`src/rtl/experiment3_adders_if.sv`:
```
// Operand/result bundle for the experiment3_adders lab block.
// The master drives operands and reads results; the block sits on the slave side.
interface experiment3_adders_if;
   logic [15:0] A;
   logic [15:0] B;
   logic [3:0]  M;
   logic [3:0]  N;
   logic        Cin;
   logic        X;
   logic        Y;
   logic        Sign;
   logic        flag;
   logic        halfadderout;
   logic        halfadderoutput;
   logic        fulladderout;
   logic        fulladderoutput;
   logic        fourbitadderout;
   logic [3:0]  fourbitoutput;
   logic        sixteenOut;
   logic [15:0] sixteenOutput;
   logic        sixteensubtOut;
   logic [15:0] sixteensubtOutput;
   logic        part7Out;
   logic [15:0] part7Output;

   // No handshake: operands are taken on every rising edge and each result
   // appears on the edge after its operands were sampled.
   modport master (
      output A, B, M, N, Cin, X, Y, Sign,
      input  flag, halfadderout, halfadderoutput, fulladderout, fulladderoutput,
             fourbitadderout, fourbitoutput, sixteenOut, sixteenOutput,
             sixteensubtOut, sixteensubtOutput, part7Out, part7Output
   );

   modport slave (
      input  A, B, M, N, Cin, X, Y, Sign,
      output flag, halfadderout, halfadderoutput, fulladderout, fulladderoutput,
             fourbitadderout, fourbitoutput, sixteenOut, sixteenOutput,
             sixteensubtOut, sixteensubtOutput, part7Out, part7Output
   );
endinterface

```
`src/rtl/experiment3_adders.sv`:
```
// Parallel half/full/4-bit/16-bit adders, subtractor and add/sub unit, all
// built from one full-adder cell, with every result registered (1-cycle latency).
module experiment3_adders_fa (
   input  logic i_a,
   input  logic i_b,
   input  logic i_c,
   output logic o_s,
   output logic o_c
);
   assign o_s = i_a ^ i_b ^ i_c;
   assign o_c = (i_a & i_b) | (i_c & (i_a ^ i_b));
endmodule

module experiment3_adders_ripple #(
   parameter int W = 16
) (
   input  logic [W-1:0] i_a,
   input  logic [W-1:0] i_b,
   input  logic         i_cin,
   output logic [W-1:0] o_sum,
   output logic         o_cout
);
   logic [W:0] w_c;

   assign w_c[0] = i_cin;

   for (genvar g = 0; g < W; g++) begin : g_cell
      experiment3_adders_fa u_fa (
         .i_a (i_a[g]),
         .i_b (i_b[g]),
         .i_c (w_c[g]),
         .o_s (o_sum[g]),
         .o_c (w_c[g+1])
      );
   end

   assign o_cout = w_c[W];
endmodule

module experiment3_adders (
   input  logic                  clk,
   input  logic                  rst,
   experiment3_adders_if.slave   bus
);
   logic        w_fa_s, w_fa_c;
   logic [3:0]  w_s4;
   logic        w_c4;
   logic [15:0] w_s16, w_ssub, w_sp7, w_bp7;
   logic        w_c16, w_csub, w_cp7;
   logic        w_cin_msb;

   experiment3_adders_fa u_full (
      .i_a (bus.X), .i_b (bus.Y), .i_c (bus.Cin), .o_s (w_fa_s), .o_c (w_fa_c)
   );

   experiment3_adders_ripple #(.W(4)) u_add4 (
      .i_a (bus.M), .i_b (bus.N), .i_cin (bus.Cin), .o_sum (w_s4), .o_cout (w_c4)
   );

   experiment3_adders_ripple #(.W(16)) u_add16 (
      .i_a (bus.A), .i_b (bus.B), .i_cin (1'b0), .o_sum (w_s16), .o_cout (w_c16)
   );

   experiment3_adders_ripple #(.W(16)) u_sub16 (
      .i_a (bus.A), .i_b (~bus.B), .i_cin (1'b1), .o_sum (w_ssub), .o_cout (w_csub)
   );

   assign w_bp7 = bus.B ^ {16{bus.Sign}};

   experiment3_adders_ripple #(.W(16)) u_part7 (
      .i_a (bus.A), .i_b (w_bp7), .i_cin (bus.Sign), .o_sum (w_sp7), .o_cout (w_cp7)
   );

   // Carry into the MSB cell, recovered from that cell's sum equation.
   assign w_cin_msb = bus.A[15] ^ w_bp7[15] ^ w_sp7[15];

   logic        r_flag, r_hc, r_hs, r_fc, r_fs, r_c4, r_c16, r_csub, r_cp7;
   logic [3:0]  r_s4;
   logic [15:0] r_s16, r_ssub, r_sp7;

   always_ff @(posedge clk) begin
      if (rst) begin
         r_flag <= 1'b0;
         r_hc   <= 1'b0;
         r_hs   <= 1'b0;
         r_fc   <= 1'b0;
         r_fs   <= 1'b0;
         r_c4   <= 1'b0;
         r_s4   <= 4'd0;
         r_c16  <= 1'b0;
         r_s16  <= 16'd0;
         r_csub <= 1'b0;
         r_ssub <= 16'd0;
         r_cp7  <= 1'b0;
         r_sp7  <= 16'd0;
      end else begin
         r_flag <= w_cin_msb ^ w_cp7;
         r_hc   <= bus.X & bus.Y;
         r_hs   <= bus.X ^ bus.Y;
         r_fc   <= w_fa_c;
         r_fs   <= w_fa_s;
         r_c4   <= w_c4;
         r_s4   <= w_s4;
         r_c16  <= w_c16;
         r_s16  <= w_s16;
         r_csub <= w_csub;
         r_ssub <= w_ssub;
         r_cp7  <= w_cp7;
         r_sp7  <= w_sp7;
      end
   end

   assign bus.flag              = r_flag;
   assign bus.halfadderout      = r_hc;
   assign bus.halfadderoutput   = r_hs;
   assign bus.fulladderout      = r_fc;
   assign bus.fulladderoutput   = r_fs;
   assign bus.fourbitadderout   = r_c4;
   assign bus.fourbitoutput     = r_s4;
   assign bus.sixteenOut        = r_c16;
   assign bus.sixteenOutput     = r_s16;
   assign bus.sixteensubtOut    = r_csub;
   assign bus.sixteensubtOutput = r_ssub;
   assign bus.part7Out          = r_cp7;
   assign bus.part7Output       = r_sp7;
endmodule

```
`src/flat_wrapper.sv`:
```
// flat-port wrapper written by rule: the top's interface ports become plain ports
module experiment3_adders_flat 
  (clk, rst, bus_A, bus_B, bus_M, bus_N, bus_Cin, bus_X, bus_Y, bus_Sign, bus_flag, bus_halfadderout, bus_halfadderoutput, bus_fulladderout, bus_fulladderoutput, bus_fourbitadderout, bus_fourbitoutput, bus_sixteenOut, bus_sixteenOutput, bus_sixteensubtOut, bus_sixteensubtOutput, bus_part7Out, bus_part7Output);
  experiment3_adders_if bus_i ();
  input  logic clk;
  input  logic rst;
  input wire logic [$bits(bus_i.A)-1:0] bus_A;
  input wire logic [$bits(bus_i.B)-1:0] bus_B;
  input wire logic [$bits(bus_i.M)-1:0] bus_M;
  input wire logic [$bits(bus_i.N)-1:0] bus_N;
  input wire logic [$bits(bus_i.Cin)-1:0] bus_Cin;
  input wire logic [$bits(bus_i.X)-1:0] bus_X;
  input wire logic [$bits(bus_i.Y)-1:0] bus_Y;
  input wire logic [$bits(bus_i.Sign)-1:0] bus_Sign;
  output wire logic [$bits(bus_i.flag)-1:0] bus_flag;
  output wire logic [$bits(bus_i.halfadderout)-1:0] bus_halfadderout;
  output wire logic [$bits(bus_i.halfadderoutput)-1:0] bus_halfadderoutput;
  output wire logic [$bits(bus_i.fulladderout)-1:0] bus_fulladderout;
  output wire logic [$bits(bus_i.fulladderoutput)-1:0] bus_fulladderoutput;
  output wire logic [$bits(bus_i.fourbitadderout)-1:0] bus_fourbitadderout;
  output wire logic [$bits(bus_i.fourbitoutput)-1:0] bus_fourbitoutput;
  output wire logic [$bits(bus_i.sixteenOut)-1:0] bus_sixteenOut;
  output wire logic [$bits(bus_i.sixteenOutput)-1:0] bus_sixteenOutput;
  output wire logic [$bits(bus_i.sixteensubtOut)-1:0] bus_sixteensubtOut;
  output wire logic [$bits(bus_i.sixteensubtOutput)-1:0] bus_sixteensubtOutput;
  output wire logic [$bits(bus_i.part7Out)-1:0] bus_part7Out;
  output wire logic [$bits(bus_i.part7Output)-1:0] bus_part7Output;
  assign bus_i.A = bus_A;
  assign bus_i.B = bus_B;
  assign bus_i.M = bus_M;
  assign bus_i.N = bus_N;
  assign bus_i.Cin = bus_Cin;
  assign bus_i.X = bus_X;
  assign bus_i.Y = bus_Y;
  assign bus_i.Sign = bus_Sign;
  assign bus_flag = bus_i.flag;
  assign bus_halfadderout = bus_i.halfadderout;
  assign bus_halfadderoutput = bus_i.halfadderoutput;
  assign bus_fulladderout = bus_i.fulladderout;
  assign bus_fulladderoutput = bus_i.fulladderoutput;
  assign bus_fourbitadderout = bus_i.fourbitadderout;
  assign bus_fourbitoutput = bus_i.fourbitoutput;
  assign bus_sixteenOut = bus_i.sixteenOut;
  assign bus_sixteenOutput = bus_i.sixteenOutput;
  assign bus_sixteensubtOut = bus_i.sixteensubtOut;
  assign bus_sixteensubtOutput = bus_i.sixteensubtOutput;
  assign bus_part7Out = bus_i.part7Out;
  assign bus_part7Output = bus_i.part7Output;
  experiment3_adders u_core (.clk(clk), .rst(rst), .bus(bus_i));
endmodule
```
`config.mk`:
```
export PLATFORM = sky130hd
export DESIGN_NAME = experiment3_adders_flat
export DESIGN_NICKNAME = d
export VERILOG_FILES = /design/src/rtl/experiment3_adders_if.sv /design/src/rtl/experiment3_adders.sv /design/src/flat_wrapper.sv
export SDC_FILE = /design/constraint.sdc
export NUM_CORES = 1
export LEC_CHECK = 0
export BUFFER_PORTS_ARGS = -buffer_cell sky130_fd_sc_hd__buf_4
export CORE_ASPECT_RATIO = 1.25
export CORE_MARGIN = 2
export CORE_UTILIZATION = 45
export DETAILED_ROUTE_END_ITERATION = 8
export MAX_ROUTING_LAYER = met4
export PLACE_DENSITY = 0.78
export SYNTH_ARGS = -nofsm -noshare
export SYNTH_HDL_FRONTEND = slang
export SYNTH_HIERARCHICAL = 1
export SYNTH_SLANG_ARGS = --single-unit
export TNS_END_PERCENT = 50
```
`constraint.sdc`:
```
create_clock -name clk -period 7.7 [get_ports clk]
set_input_delay 0 -clock clk [delete_from_list [all_inputs] [get_ports clk]]
set_output_delay 0 -clock clk [all_outputs]
set_load 0.005 [all_outputs]
```
==> results of run 1 <==
layout make-up:
cell class | instances | area [um^2] | share of cell area (%)
multi-input combinational | 135 | 1640 | 40.4
sequential | 61 | 1220 | 30.1
timing repair buffer | 108 | 813 | 20.1
clock buffer | 9 | 124 | 3.05
tap | 87 | 109 | 2.68
clock inverter | 6 | 88.8 | 2.19
inverter | 16 | 60.1 | 1.48
through the flow:
step	cells	power [mW]	hold slack (ns)
floorplan	220	0.482	0.0716
global placement	406	0.599	0.346
detailed placement	406	0.606	0.363
CTS	422	0.912	0.00904
global route	422	0.957	0.0223
finish	422	0.897	0.0250
metal layers:
metal	global-route usage (%)	part of all wire (%)	wire (um)
met3	6.12	6.3	337
met1	15.4	35	1870
met2	30.5	56	3020
met5	-	0	0
met4	8.33	2.3	125
cell families (layout without fill, tap and decap cells):
group         Yosys count  count (layout)  share of synthesized area [%]
xor+xnor               18              18                           6.05
other cells             2               2                          0.254
flops                  61              61                           41.3
buf+inv                24             139                           3.30
fa+ha+maj              54              54                           36.3
simple gates           61              61                           12.8
power breakdown:
group | switching, mW | internal [mW]
sequential | 0.0128 | 0.360
combinational | 0.0907 | 0.132
clock | 0.121 | 0.180
total | 0.224 | 0.672
worst max-delay path by stage:
stage,start,to,slack (ns)
after floorplan,bus_Sign,u_core/bus.flag,0.54
after global routing,bus_Sign,u_core/bus.flag,0.42
final,bus_Sign,u_core/bus.flag,0.57
after CTS,bus_Sign,u_core/bus.flag,0.57
after detailed placement,bus_Sign,u_core/bus.flag,0.22
after global placement,bus_Sign,u_core/bus.flag,0.32
sequential cells by signal (all words and copies together) (netlist names):
| signal | flops |
|---|---|
| u_core/bus.sixteenOut | 1 |
| u_core/bus.sixteensubtOutput | 16 |
| u_core/bus.part7Out | 1 |
| u_core/bus.flag | 1 |
| u_core/bus.halfadderoutput | 1 |
| u_core/bus.fulladderout | 1 |
| u_core/bus.halfadderout | 1 |
| u_core/bus.part7Output | 16 |
| u_core/bus.sixteenOutput | 16 |
| u_core/bus.fourbitadderout | 1 |
| u_core/bus.fulladderoutput | 1 |
| u_core/bus.sixteensubtOut | 1 |
| u_core/bus.fourbitoutput | 4 |
worst max-delay path, stage by stage:
cell	delay, ns
sky130_fd_sc_hd__buf_4	0.12
sky130_fd_sc_hd__buf_4	0.21
sky130_fd_sc_hd__fa_1	0.43
sky130_fd_sc_hd__fa_1	0.41
sky130_fd_sc_hd__fa_1	0.41
sky130_fd_sc_hd__fa_1	0.40
sky130_fd_sc_hd__fa_1	0.40
sky130_fd_sc_hd__fa_1	0.39
sky130_fd_sc_hd__fa_1	0.40
sky130_fd_sc_hd__fa_1	0.39
sky130_fd_sc_hd__fa_1	0.39
sky130_fd_sc_hd__fa_1	0.38
sky130_fd_sc_hd__fa_1	0.39
sky130_fd_sc_hd__fa_1	0.40
sky130_fd_sc_hd__fa_1	0.39
sky130_fd_sc_hd__fa_1	0.40
sky130_fd_sc_hd__fa_1	0.39
sky130_fd_sc_hd__fa_1	0.53
sky130_fd_sc_hd__xnor3_1	0.32
sky130_fd_sc_hd__xor2_1	0.14
sky130_fd_sc_hd__nor2_1	0.05
cell usage after synthesis:
master	instances	area, um^2
sky130_fd_sc_hd__ha_1	1	12.5
sky130_fd_sc_hd__nor2b_1	60	375
sky130_fd_sc_hd__inv_1	16	60.1
sky130_fd_sc_hd__dfxtp_1	61	1220
sky130_fd_sc_hd__xor2_2	1	16.3
sky130_fd_sc_hd__xnor3_1	1	22.5
sky130_fd_sc_hd__xor2_1	16	140
sky130_fd_sc_hd__conb_1	2	7.51
sky130_fd_sc_hd__buf_4	2	15.0
sky130_fd_sc_hd__fa_1	53	1060
sky130_fd_sc_hd__nor2_1	1	3.75
sky130_fd_sc_hd__clkbuf_1	6	22.5
==> results.md, run 1 <==
* Post-route ant nets at 0
* Number of global-route vias before repair at 1967
* Vert. Die Dim at 94.6 um
* Gr usage total at 16.7%
* Fill cell instance count of the final layout at 523
* Post-cts gate resize count at 0
* Clk pin slew, worst setup/hold paths at 0.07 ns
* Class of the most critical hold timing path: in -> reg
* Final weighted congestion of routability-driven global placement at 0.775
* Max capacitance violation total at 0
* Die width at 76.5 um
* Placed standard-cell area at 0.00383 mm^2
* Startpoint type of the worst setup path: input port
* Core area at 0.00644 mm^2
* Critical path class: in -> reg
* Area of all placed cells without fillers at 0.00406 mm^2
* Number of DRC markers after the initial detailed-route iteration at 39
* Sum of negative setup slack at 0 ns
* Number of sinks handled by clock tree synthesis at 61
* TritonCTS clock tree: built
* Areal power density over the cells at 221 mW/mm^2
* Routed wire length at 5360 um
* Wire length of the first global-routing pass at 8600 um
* Pin slew with the least headroom to its limit at 0.575 ns
* CTS H-tree lvls at 3
* Growth of design area from synthesis to finish at 37.1%
* Post-cts hold buffer count at 1
* Post-CTS setup repair buffer count at 0
* Worst rel slew slack at 61.7%
* Synthesized area divided by synthesized cell count at 13.4 um^2
* Run status: finished, final reports clean
* Row count at 33
* Setup repair after global routing missed its margin: false
* Final cell utilization of the core at 63.0%
* Number of CTS-inserted buffers at 9
* Total number of vias at 1828
* Initial core utilization at 45.9%
* Commonest cells after routing, fill and taps aside: sky130_fd_sc_hd__buf_4, sky130_fd_sc_hd__dfxtp_1, sky130_fd_sc_hd__nor2b_1
* Antenna violations before repair at 0
* Number of instances in the synthesized netlist at 220
* Final Worst Setup Slack at 0.567 ns
* Peak VDD IR at 0.159 mV
* Summed instance area of the synthesized netlist at 0.00296 mm^2
* Flops & latches, synth at 61
* Net count after synthesis at 320
* Routed wire length per instance at 12.7 um
* Hold Vio Cnt, Final at 0
* Endpoint class of the critical path: register
* Period utilisation layout at 92.6%
* Static leakage power at 1.86 nW
* Final slew viol count at 0
* Final worst path period need at 7.13 ns
* Count of unique library cells instantiated by Yosys at 12
* Pin count of the biggest net entering global routing at 62
* Largest driver fanout on the critical path at 16
* Port Buf Inserts at 106
* Maximum clock rate at 0.140 GHz
* Hold Startpoint: bus_X
* Total congestion overflow after global routing at 0
* Count of warnings emitted by yosys at 6
* HPWL after detailed placement at 4280 um
* Data arrival at the endpoint of the critical path at 7.34 ns
* Layout cells sized above 1 at 36.7%
* Setup slack after placement at 0.223 ns
* Part of the Yosys area used for sequential elements at 41.3%
* Commonest non-fill, non-tap cell in the layout: sky130_fd_sc_hd__buf_4
* Area of the die at 0.00724 mm^2
* Required time at the worst-slack endpoint at 7.90 ns
* Max Buffers Root-to-Sink at 2
* Number of diodes added for antenna fixing at 0
* DRT Pass-1 Iters at 4
* Number of nets in the layout at 431
* Clock root buffer: sky130_fd_sc_hd__clkbuf_8
* Hold worst-path end: u_core/bus.halfadderoutput
* Detail-routed via count per cell at 4.33
* Setup violators final at 0
* Number of design rule violations left after detail routing at 0
* Hold Path Cell Cnt at 3
* Number of top-level pins at 107
(Power assumes the default switching activity.)
==> inputs of run 2 (changes only) <==
--- a/config.mk
+++ b/config.mk
@@ -8,12 +8,11 @@
 export BUFFER_PORTS_ARGS = -buffer_cell sky130_fd_sc_hd__buf_4
 export CORE_ASPECT_RATIO = 1.25
 export CORE_MARGIN = 2
-export CORE_UTILIZATION = 45
+export CORE_UTILIZATION = 44
 export DETAILED_ROUTE_END_ITERATION = 8
 export MAX_ROUTING_LAYER = met4
-export PLACE_DENSITY = 0.78
+export PLACE_DENSITY = 0.77
 export SYNTH_ARGS = -nofsm -noshare
 export SYNTH_HDL_FRONTEND = slang
-export SYNTH_HIERARCHICAL = 1
 export SYNTH_SLANG_ARGS = --single-unit
 export TNS_END_PERCENT = 50
==> run 2 against run 1 <==
- sequential share of layout area decreased by 0.077 points
- combinational power fell by 3%
- non-clock buffer count is 2 higher
- utilization decreased by 1.3 points
- maximum frequency increased by 3.4%
- sequential cell count decreased by 1
- via count rose by 3.6%
- sequential power is 2% lower
- total power down 0.81%
- routed wire length up 4.8%
- count of clock-buffer cells in the layout up 2
- critical path depth rose by 2
==> results.md, run 2 <==
* Row count at 33
* Commonest non-fill, non-tap cell in the layout: sky130_fd_sc_hd__buf_4
* Cell occurring most often along the worst timing path: sky130_fd_sc_hd__fa_1
* Net count after synthesis at 336
* Count of placed standard cells including taps at 420
* Required time at the worst-slack endpoint at 7.91 ns
* Growth of design area from synthesis to finish at 37.8%
* Maximum clock rate at 0.145 GHz
* Clk pin slew, worst setup/hold paths at 0.06 ns
* Die width at 76.6 um
* Wire length of the first global-routing pass at 9580 um
* Pin count of the biggest net entering global routing at 61
* Final Worst Setup Slack at 0.802 ns
* Routed wire length at 5610 um
* Part of the Yosys area used for sequential elements at 41.4%
* Number of global-route vias before repair at 2148
* Crit path largest cell delay at 0.54 ns
* Initial core utilization at 44.8%
* Setup repair after global routing missed its margin: false
* Hold Vio Cnt, Final at 0
* Top layer in use: met4
* Cell Chain, Critical Path: dlygate4sd3_1 > buf_4 > mux2i_1 > fa_1 > fa_1 > fa_1 > fa_1 > fa_1 > fa_1 > fa_1 > fa_1 > fa_1 > fa_1 > fa_1 > fa_1 > inv_1 > fa_1 > inv_1 > fa_1 > inv_1 > fa_1 > nor2b_1 > mux2_2
* Library cell with the largest summed area after synthesis: sky130_fd_sc_hd__dfxtp_1
* HPWL after detailed placement at 4510 um
* Crit-path slowest cell: sky130_fd_sc_hd__dlygate4sd3_1
* Core area at 0.00648 mm^2
* Static leakage power at 1.92 nW
* Max Buffers Root-to-Sink at 2
* DRT Pass-1 Iters at 4
* Antenna violations before repair at 0
* Number of enable flip-flop cells after synthesis at 0
* Total number of vias at 1894
* Period utilisation layout at 89.6%
* Vert. Die Dim at 94.8 um
* Number of sinks handled by clock tree synthesis at 60
* Hold worst-path end: u_core.bus.sixteensubtOutput[3]
* Flops & latches, synth at 60
* Hold Startpoint: bus_B[3]
* Setup violators final at 0
* Class of the most critical hold timing path: in -> reg
* Run status: finished, final reports clean
* Routed wire length per instance at 12.8 um
* Area of the die at 0.00726 mm^2
* Gr usage total at 18.2%
* Pin slew with the least headroom to its limit at 0.578 ns
* Layout cells sized above 1 at 34.6%
* Number of design rule violations left after detail routing at 0
* Met1 wire length at 1850 um
* Largest driver fanout on the critical path at 4
* Most repeated cell in the gate-level netlist after synthesis: sky130_fd_sc_hd__dfxtp_1
* TritonCTS clock tree: built
* Final slew viol count at 0
* Most instantiated cells after synthesis: sky130_fd_sc_hd__dfxtp_1, sky130_fd_sc_hd__fa_1, sky130_fd_sc_hd__nor2_1
* Endpoint class of the critical path: register
* Synthesized area divided by synthesized cell count at 12.3 um^2
* Final worst path period need at 6.90 ns
* Final weighted congestion of routability-driven global placement at 0.772
* Max capacitance violation total at 0
* Post-synth ARST share at 0%
* Number of DRC markers after the initial detailed-route iteration at 51
* Post-route ant nets at 0
* Number of diodes added for antenna fixing at 0
* Data arrival at the endpoint of the critical path at 7.11 ns
* CTS H-tree lvls at 3
* Peak VDD IR at 0.148 mV
* Areal power density over the cells at 222 mW/mm^2
* Number of instances in the synthesized netlist at 236
* Number of nets in the layout at 448
* WL met2 at 3250 um
* Port Buf Inserts at 106
* Primary flip-flop cell chosen by synthesis mapping: sky130_fd_sc_hd__dfxtp_1
* Count of unique library cells instantiated by Yosys at 13
* Post-CTS setup repair buffer count at 0
* Worst rel slew slack at 61.5%
* Setup slack after placement at 0.889 ns
* Hold Path Cell Cnt at 3
* Count of warnings emitted by yosys at 0
* Detail-routed via count per cell at 4.30
* Commonest cells after routing, fill and taps aside: sky130_fd_sc_hd__buf_4, sky130_fd_sc_hd__dfxtp_1, sky130_fd_sc_hd__fa_1
* Length of routed met3 wiring at 317 um
* Number of CTS-inserted buffers at 9
* Startpoint type of the worst setup path: input port
* Sum of negative setup slack at 0 ns
* Post-cts gate resize count at 0
* Total congestion overflow after global routing at 0
* Worst hold slack at 0.0196 ns
* Largest cells by area after synthesis: sky130_fd_sc_hd__dfxtp_1, sky130_fd_sc_hd__fa_1, sky130_fd_sc_hd__nor2b_1, sky130_fd_sc_hd__nor2_1, sky130_fd_sc_hd__inv_1
* Summed instance area of the synthesized netlist at 0.00290 mm^2
* Critical path class: in -> reg
* Yosys top cell area share at 41.4%
* Number of top-level pins at 107
* Final cell utilization of the core at 61.7%
* Clock root buffer: sky130_fd_sc_hd__clkbuf_8
* Count of placed standard cells in the final layout, fillers left out at 440
## run 2: layer usage
| layer | vias up | global-route usage (%) |
|---|---|---|
| met5 | - | - |
| met4 | 0 | 11.1 |
| met3 | 14 | 4.40 |
| met2 | 63 | 33.6 |
| met1 | 920 | 17.3 |
| li1 | 897 | - |
## run 2: kinds of logic (layout without fill, tap and decap cells)
group / Yosys count / after routing / share of synthesized area (%)
DFF: 60 / 60 / 41.4
and+or+nand+nor: 60 / 60 / 9.92
adders and majority gates: 54 / 54 / 36.2
buffers and inverters: 43 / 160 / 6.60
xor gates and xnor gates: 17 / 17 / 5.13
muxes: 2 / 2 / 0.733
## run 2: worst max-delay path by stage
stage,from,endpoint,slack [ns],cells after the start
after floorplan,bus_Sign,u_core.bus.flag,1.21,23
after global placement,bus_Sign,u_core.bus.flag,1.0,22
after detailed placement,bus_Sign,u_core.bus.flag,0.89,22
after CTS,bus_B[0],u_core.bus.flag,0.80,23
after global routing,bus_B[0],u_core.bus.flag,0.55,23
final,bus_B[0],u_core.bus.flag,0.80,23
## run 2: through the flow
step / power [mW] / instance area [um^2]
2_1_floorplan: 0.472 / 2900
3_3_place_gp: 0.582 / 3740
3_5_place_dp: 0.591 / 3740
4_1_cts: 0.904 / 4000
5_1_grt: 0.951 / 4000
6_report: 0.889 / 4000
## run 2: area by class of cell
class                      instances  area, um^2
fill                             558        2480
multi-input combinational        133        1510
sequential                        60        1200
timing repair buffer             110         836
clock buffer                      11         141
inverter                          34         128
tap                               87         109
clock inverter                     5        75.1
## run 2: what timing repair did
action | in CTS | in global routing
endpoints found under the setup margin | 0 | 0
endpoints found under the hold margin | 3 | 0
hold buffers | 4 | 0
## run 2: power by group
part	switching, mW	total [mW]	leakage [nW]	internal [mW]
clock network	0.119	0.308	0.113	0.189
logic	0.0941	0.216	1.30	0.122
registers	0.0118	0.365	0.500	0.354
total	0.224	0.889	1.92	0.665
## run 2: worst max-delay path, delay by kind of cell
kind	cells	cell delay, ns
simple gates	1	0.15
buf+inv	5	0.90
fa+ha+maj	15	5.63
mux	2	0.42
